===== src/rtl/dmem_access_ctrl.sv =====
// rtl/dmem_access_ctrl.sv - MEM-stage data access sequencer onto the shared data bus
// Optional bus-wait abort enabled by defining DMEM_TIMEOUT_EN.
module dmem_access_ctrl #(
  parameter logic [31:0] DM_HI = 32'h0000_2FFF
`ifdef DMEM_TIMEOUT_EN
  , parameter int unsigned TIMEOUT_CYC = 16
`endif
) (
  input  logic        clk,
  input  logic        reset,
  input  logic        cpu_flush,
  input  logic        cpu_load,
  input  logic        cpu_store,
  input  logic [1:0]  cpu_size,
  input  logic [31:0] cpu_addr,
  input  logic [3:0]  cpu_be,
  input  logic [31:0] cpu_wdata,
  output logic [31:0] cpu_rdata,
  output logic        cpu_stall,
  output logic [4:0]  cpu_exc,
  output logic        bus_valid,
  input  logic        bus_ready,
  output logic [3:0]  bus_sel,
  output logic        bus_we,
  output logic [31:0] bus_addr,
  output logic [3:0]  bus_be,
  output logic [31:0] bus_wdata,
  input  logic [31:0] bus_rdata
);

  localparam logic [4:0] EXC_NONE = 5'd0;
  localparam logic [4:0] EXC_ADEL = 5'd4;
  localparam logic [4:0] EXC_ADES = 5'd5;

  typedef enum logic [1:0] {
    S_IDLE = 2'd0,
    S_BUSY = 2'd1,
    S_DONE = 2'd2
  } state_t;

  state_t r_state;
  state_t w_next;

  logic        r_bus_valid;
  logic [3:0]  r_bus_sel;
  logic        r_bus_we;
  logic [31:0] r_bus_addr;
  logic [3:0]  r_bus_be;
  logic [31:0] r_bus_wdata;
  logic [31:0] r_cpu_rdata;

  logic        w_is_dm;
  logic        w_is_t0;
  logic        w_is_t1;
  logic        w_is_ig;
  logic [3:0]  w_sel;
  logic        w_word;
  logic        w_half;
  logic        w_misalign;
  logic        w_timer_narrow;
  logic        w_count_store;
  logic        w_err;
  logic        w_access;
  logic [4:0]  w_exc_code;
  logic        w_timeout;

  // Address decode and access screening, purely from the MEM-stage inputs
  assign w_is_dm = (cpu_addr <= DM_HI);
  assign w_is_t0 = (cpu_addr >= 32'h0000_7F00) && (cpu_addr <= 32'h0000_7F0B);
  assign w_is_t1 = (cpu_addr >= 32'h0000_7F10) && (cpu_addr <= 32'h0000_7F1B);
  assign w_is_ig = (cpu_addr >= 32'h0000_7F20) && (cpu_addr <= 32'h0000_7F23);
  assign w_sel   = {w_is_ig, w_is_t1, w_is_t0, w_is_dm};

  assign w_word         = (cpu_size == 2'b10);
  assign w_half         = (cpu_size == 2'b01);
  assign w_misalign     = (w_word && (cpu_addr[1:0] != 2'b00)) || (w_half && cpu_addr[0]);
  assign w_timer_narrow = (w_is_t0 || w_is_t1) && !w_word;
  assign w_count_store  = cpu_store &&
                          ((cpu_addr == 32'h0000_7F08) || (cpu_addr == 32'h0000_7F18));

  assign w_err      = (cpu_load || cpu_store) &&
                      (w_misalign || w_timer_narrow || w_count_store || (w_sel == 4'b0000));
  assign w_access   = (cpu_load || cpu_store) && !cpu_flush && !w_err;
  assign w_exc_code = cpu_load ? EXC_ADEL : EXC_ADES;

`ifdef DMEM_TIMEOUT_EN
  logic [4:0] r_wait_cnt;
  logic       r_timeout;

  assign w_timeout = (r_state == S_BUSY) && !bus_ready &&
                     (r_wait_cnt == 5'(TIMEOUT_CYC - 1));
`else
  assign w_timeout = 1'b0;
`endif

  always_ff @(posedge clk) begin
    if (reset) begin
      r_state <= S_IDLE;
    end else begin
      r_state <= w_next;
    end
  end

  always_comb begin
    w_next = r_state;
    case (r_state)
      S_IDLE:  if (w_access) w_next = S_BUSY;
      S_BUSY:  if (bus_ready || w_timeout) w_next = S_DONE;
      S_DONE:  w_next = S_IDLE;
      default: w_next = S_IDLE;
    endcase
  end

  // Stall is combinational in IDLE so the pipeline freezes in the request cycle
  always_comb begin
    cpu_stall = 1'b0;
    cpu_exc   = EXC_NONE;
    case (r_state)
      S_IDLE: begin
        cpu_stall = w_access;
        if (!cpu_flush && w_err) cpu_exc = w_exc_code;
      end
      S_BUSY: cpu_stall = 1'b1;
`ifdef DMEM_TIMEOUT_EN
      S_DONE: if (r_timeout) cpu_exc = r_bus_we ? EXC_ADES : EXC_ADEL;
`endif
      default: ;
    endcase
  end

  always_ff @(posedge clk) begin
    if (reset) begin
      r_bus_valid <= 1'b0;
      r_bus_sel   <= 4'b0000;
      r_bus_we    <= 1'b0;
      r_bus_addr  <= 32'h0;
      r_bus_be    <= 4'b0000;
      r_bus_wdata <= 32'h0;
      r_cpu_rdata <= 32'h0;
`ifdef DMEM_TIMEOUT_EN
      r_wait_cnt  <= 5'd0;
      r_timeout   <= 1'b0;
`endif
    end else begin
      case (r_state)
        S_IDLE: begin
          if (w_access) begin
            r_bus_valid <= 1'b1;
            r_bus_sel   <= w_sel;
            r_bus_we    <= cpu_store;
            r_bus_addr  <= cpu_addr;
            r_bus_be    <= cpu_store ? cpu_be : 4'b0000;
            r_bus_wdata <= cpu_wdata;
`ifdef DMEM_TIMEOUT_EN
            r_wait_cnt  <= 5'd0;
`endif
          end
        end
        S_BUSY: begin
          if (bus_ready) begin
            r_cpu_rdata <= bus_rdata;
            r_bus_valid <= 1'b0;
          end
`ifdef DMEM_TIMEOUT_EN
          else if (w_timeout) begin
            r_cpu_rdata <= 32'h0;
            r_bus_valid <= 1'b0;
            r_timeout   <= 1'b1;
          end else begin
            r_wait_cnt  <= r_wait_cnt + 5'd1;
          end
`endif
        end
`ifdef DMEM_TIMEOUT_EN
        S_DONE: r_timeout <= 1'b0;
`endif
        default: ;
      endcase
    end
  end

  assign bus_valid = r_bus_valid;
  assign bus_sel   = r_bus_sel;
  assign bus_we    = r_bus_we;
  assign bus_addr  = r_bus_addr;
  assign bus_be    = r_bus_be;
  assign bus_wdata = r_bus_wdata;
  assign cpu_rdata = r_cpu_rdata;

endmodule


===== config.mk =====
export PLATFORM = sky130hd
export DESIGN_NAME = dmem_access_ctrl
export DESIGN_NICKNAME = d
export VERILOG_FILES = /design/src/rtl/dmem_access_ctrl.sv
export SDC_FILE = /design/constraint.sdc
export NUM_CORES = 1
export LEC_CHECK = 0
export BUFFER_PORTS_ARGS = -buffer_cell sky130_fd_sc_hd__buf_2
export CAP_MARGIN = 20
export CORE_MARGIN = 1.5
export CORE_UTILIZATION = 30
export CTS_BUF_LIST = sky130_fd_sc_hd__clkbuf_8 sky130_fd_sc_hd__clkbuf_16
export CTS_CLUSTER_DIAMETER = 30
export CTS_CLUSTER_SIZE = 14
export DETAILED_ROUTE_END_ITERATION = 10
export PLACE_DENSITY_LB_ADDON = 0.12
export SLEW_MARGIN = 20
export SYNTH_ARGS = -nofsm -noshare
export SYNTH_HDL_FRONTEND = slang
export SYNTH_SLANG_ARGS = --single-unit

===== constraint.sdc =====
create_clock -name clk -period 2.6 [get_ports clk]
set_clock_uncertainty 0.1 [all_clocks]
set_input_delay 0 -clock clk [delete_from_list [all_inputs] [get_ports clk]]
set_output_delay 0 -clock clk [all_outputs]
set_load 0.02 [all_outputs]

==> results.md <==
- The most used flip-flop cell after synthesis is dfxtp_1.
- In this run, CTS created clock tree buffers numbering 9.
- The x dimension of the die is 126 microns.
- The final routed DRC violation total is 0.
- The final max-slew violation count came to 0.
- The endpoint class of the critical path is a flop.
- After filler insertion, the fill cell instance count of the layout stands at 1343.
- The maximum cell stage delay along the critical path is 0.55 ns.
- The reg-to-reg critical path endpoint is bus_sel[0]$_SDFFE_PP0P_.
- The first global-routing pass estimated 21200 microns of wire.
- The static power due to leakage is 2.95 nW.
- The post-route standard cell area excluding fillers is 6940 sq um.
- The cell with the biggest individual delay on the critical path is dlygate4sd3_1.
- The signal on the critical path passes through dlygate4sd3_1, buf_2, nor4_1, nand2_1, or4_1, a211oi_4, buf_4, buf_12, mux2_1.
- The number of H-tree branching levels is 3.
- Counting every instance in the synthesized netlist gives 469.
- The measured slew at the worst slew-check pin is 0.821 ns.
- The class of the tightest hold or removal check is primary input to flop.
- The total global routing overflow is 0.
- In this run the most critical hold path is launched from cpu_addr[16].
- The number of hold-slack violations in the final timing report came to 0.
- The number of inserted diodes is 0.
- The number of max-capacitance violations reported is 0.
- The library cells used most frequently in the layout, excluding fill and tap cells, are 215 x buf_2, 108 x dfxtp_1, 104 x nand2b_1, 90 x dlygate4sd3_1, 67 x nand2_1.
- The final route contains 4284 vias.
- The congestion estimate from routability-driven global placement came to 0.735.
- The number of I/O port buffers is 216.
- The flow ran to the end, and the final reports show no timing, DRC or antenna violations.
- The synthesized netlist devotes 0% of its cell area to adder and majority cells.
- In the routed layout, each cell is associated on average with a via count of 4.49.
- The insertion delay of the later-clocked pin in the worst-skew pair is 0.34 ns.
- The worst-case register-to-register setup slack is 0.16 ns.
- For the worst flop-to-flop path, the logic depth is 7.
- The kind of launch point of the worst setup path is a primary input.
- IR analysis of the VDD net gives a maximum drop of 0.363 mV.
- The clock slew seen by the registers of the worst setup and hold paths is 0.07 ns.
- The initial standard-cell utilization of the core is 30.9%.
- The die extent in y is 126 microns.
- The longest clock path from root to sink contains 2 buffers.
- The initial antenna violation count is 0.
- For the worst setup path, the data arrival time is 2.57 ns.
- The launch point of the worst reg-to-reg path is r_state[1]$_SDFFE_PP0P_.
- Summing all placed instances gives a cell area of 5670 sq um.
- The average cell area after synthesis is 9.61 sq um.
- The worst hold endpoint is bus_sel[2]$_SDFFE_PP0P_.
- The share of layout cells above drive strength 1 is 32.3%.
- The sequential cells in the finished layout cover a total of 2160 sq um.
- The floorplan has 44 rows.
- After synthesis, the cell types taking the most area are dfxtp_1 48%, nand2b_1 14%, mux2i_1 12%.
- The setup violation total in the final timing report is 0.
- Entering global routing, the biggest net connects 111 pins.
- The share of the cycle needed by the critical path after routing is 93.9%.
- The combined area of all synthesized cells is 4510 sq um.
- The number of global-route vias before repair is 4408.
- Multiplexer cells account for 12.5% of the synthesized area.
- 220 I/O pins were placed.
- The worst hold path passes through 6 cells.
- Power spread over the standard cell area amounts to 483 nW/um^2.
- The critical path in this run is classified as primary input to flop.
- The final layout net count is 873.
- Summing the areas of all compound-gate instances in the mapped netlist gives 6.22% of the synthesized area.
- The time the worst path needs with I/O delays and setup is 2.44 ns.
- The worst slew slack as a fraction of its limit is 45.2%.
- The first routing iteration left 195 violations.
- The die covers 15800 sq um.
- TritonCTS built the clock tree.
- Setup repair after global routing left no endpoint under its margin.
- The placed wire-length estimate is 8620 microns.
- The antenna violation net count after detailed routing is 0.
- The buffer cell driving the clock tree root is clkbuf_16.
- The overall routed net length is 13400 microns.
- The synthesized-area fraction occupied by and/or/nand/nor cells is 27.5%.
- After synthesis the netlist holds a flip-flop and latch count of 108.
- The share of the synthesized netlist area taken by xor and xnor gates is 0.194%.
- The part of the Yosys area used for sequential elements is 48.0%.
- In this run, synthesis inferred 0 flip-flops with an integrated enable.
- The number of sinks on the clock net is 108.
- The mean routed wirelength per cell is 14.0 microns.
- The Yosys step of the flow raised 0 warnings.
- By area, the combinational part of the netlist is dominated by simple AND/OR/NAND/NOR gates.
- The largest fanout on the critical path is 15.
- The area taken by multi-input logic gates is 2110 sq um.
- Based on the critical path, the design can be clocked at up to 0.409 GHz.
- The area fraction of the dominant cell type after synthesis is 48.0%.
- The most common library cell in the layout ignoring fill and taps is buf_2.
- Counting flops with an async set or reset pin after synthesis yields a share of 0%.
- The total power draw is 0.00335 W.
- The area growth from synthesis to layout is 53.9%.
- The data required time of the worst path is 2.73 ns.
- The detailed-routing iteration count for the pre-antenna-repair pass is 4.
- The placeable core area is 14600 sq um.
- The cell type with the highest aggregate area in the netlist is dfxtp_1.
- The global-route usage over all layers is 16.6%.
- The setup TNS is 0 ns.
- The post-synthesis cell type count is 36.
layout make-up:
| type | instances | area share [%] |
|---|---|---|
| inverters | 1 | 0.0541 |
| flip-flops and latches | 108 | 31.2 |
| clock buffers | 9 | 3.25 |
| repair buffers | 318 | 30.6 |
| clock inverters | 7 | 1.08 |
| well taps | 184 | 3.32 |
| multi-input cells | 327 | 30.5 |
power breakdown:
group          internal, W  total, W   switching [W]
Sequential         0.00165   0.00165  0.000000000467
Combinational     0.000190  0.000306        0.000116
Clock             0.000755   0.00140        0.000640
cells by family after synthesis:
kind of cell	after synthesis
buf+inv	36
compound gates	45
other cells	1
flops	108
mux	56
xor+xnor	1
simple gates	222
sequential cells by signal (all words and copies together), names as in the netlist:
name	flops
bus_addr	32
bus_wdata	32
cpu_rdata	32
bus_be	4
bus_sel	4
r_state	2
bus_valid	1
bus_we	1
how the worst max path moves through the flow:
stage / end / start / depth (start not counted) / slack [ns]
after floorplan: bus_sel[0]$_SDFFE_PP0P_ / r_state[1]$_SDFFE_PP0P_ / 6 / 0.52
after global placement: bus_sel[0]$_SDFFE_PP0P_ / r_state[1]$_SDFFE_PP0P_ / 6 / 0.23
after detailed placement: bus_wdata[19]$_SDFFE_PP0P_ / r_state[1]$_SDFFE_PP0P_ / 6 / 0.19
after CTS: bus_wdata[19]$_SDFFE_PP0P_ / cpu_addr[4] / 8 / 0.01
after global routing: bus_sel[0]$_SDFFE_PP0P_ / r_state[1]$_SDFFE_PP0P_ / 7 / 0.02
final: bus_sel[0]$_SDFFE_PP0P_ / cpu_addr[15] / 9 / 0.16
synth_stat cells (2+ instances only):
| cell type | n |
|---|---|
| a21oi_1 | 35 |
| nand3b_1 | 5 |
| nand2b_1 | 104 |
| nor3_1 | 5 |
| or3_1 | 3 |
| clkbuf_1 | 24 |
| nor4_1 | 5 |
| nand2_1 | 67 |
| buf_12 | 5 |
| buf_4 | 4 |
| nor3b_1 | 18 |
| nand4_1 | 2 |
| dfxtp_1 | 108 |
| nor2_1 | 4 |
| mux2i_1 | 55 |
| nor2b_1 | 2 |
| nand3_1 | 4 |
repair_timing:
item,in CTS,in global routing
setup endpoints to repair,0,46
hold endpoints to repair,88,0
gates resized for setup,0,1
setup buffers,0,3
hold buffers,90,0
critical path, delay by kind of cell:
kind	cells	cell delay [ns]
AND/OR/NAND/NOR	3	0.94
AO/OA/AOI/OAI	1	0.20
buffers and inverters	4	1.10
multiplexers	1	0.32
stage by stage:
| step | setup slack (ns) | hold WS, ns | util [%] | cells |
|---|---|---|---|---|
| after floorplan | 0.516 | -0.0113 | - | 471 |
| after global placement | 0.227 | 0.140 | 38.9 | 843 |
| after detailed placement | 0.193 | 0.146 | 38.9 | 843 |
| after CTS | 0.0127 | 0.112 | 47.1 | 949 |
| after global routing | 0.0239 | 0.198 | 47.5 | 954 |
| final | 0.158 | 0.120 | 47.5 | 954 |
layer usage:
| layer | GRT usage, % | share of wire (%) | vias to the layer above | wire (microns) |
|---|---|---|---|---|
| li1 | - | - | 2142 | - |
| met1 | 19.4 | 44 | 1975 | 5840 |
| met2 | 29.1 | 48 | 148 | 6390 |
| met3 | 4.07 | 6.2 | 19 | 826 |
| met4 | 6.82 | 2.3 | 0 | 308 |
| met5 | 0 | 0 | - | 0 |
Note: power is estimated with default switching activity, not from simulation.
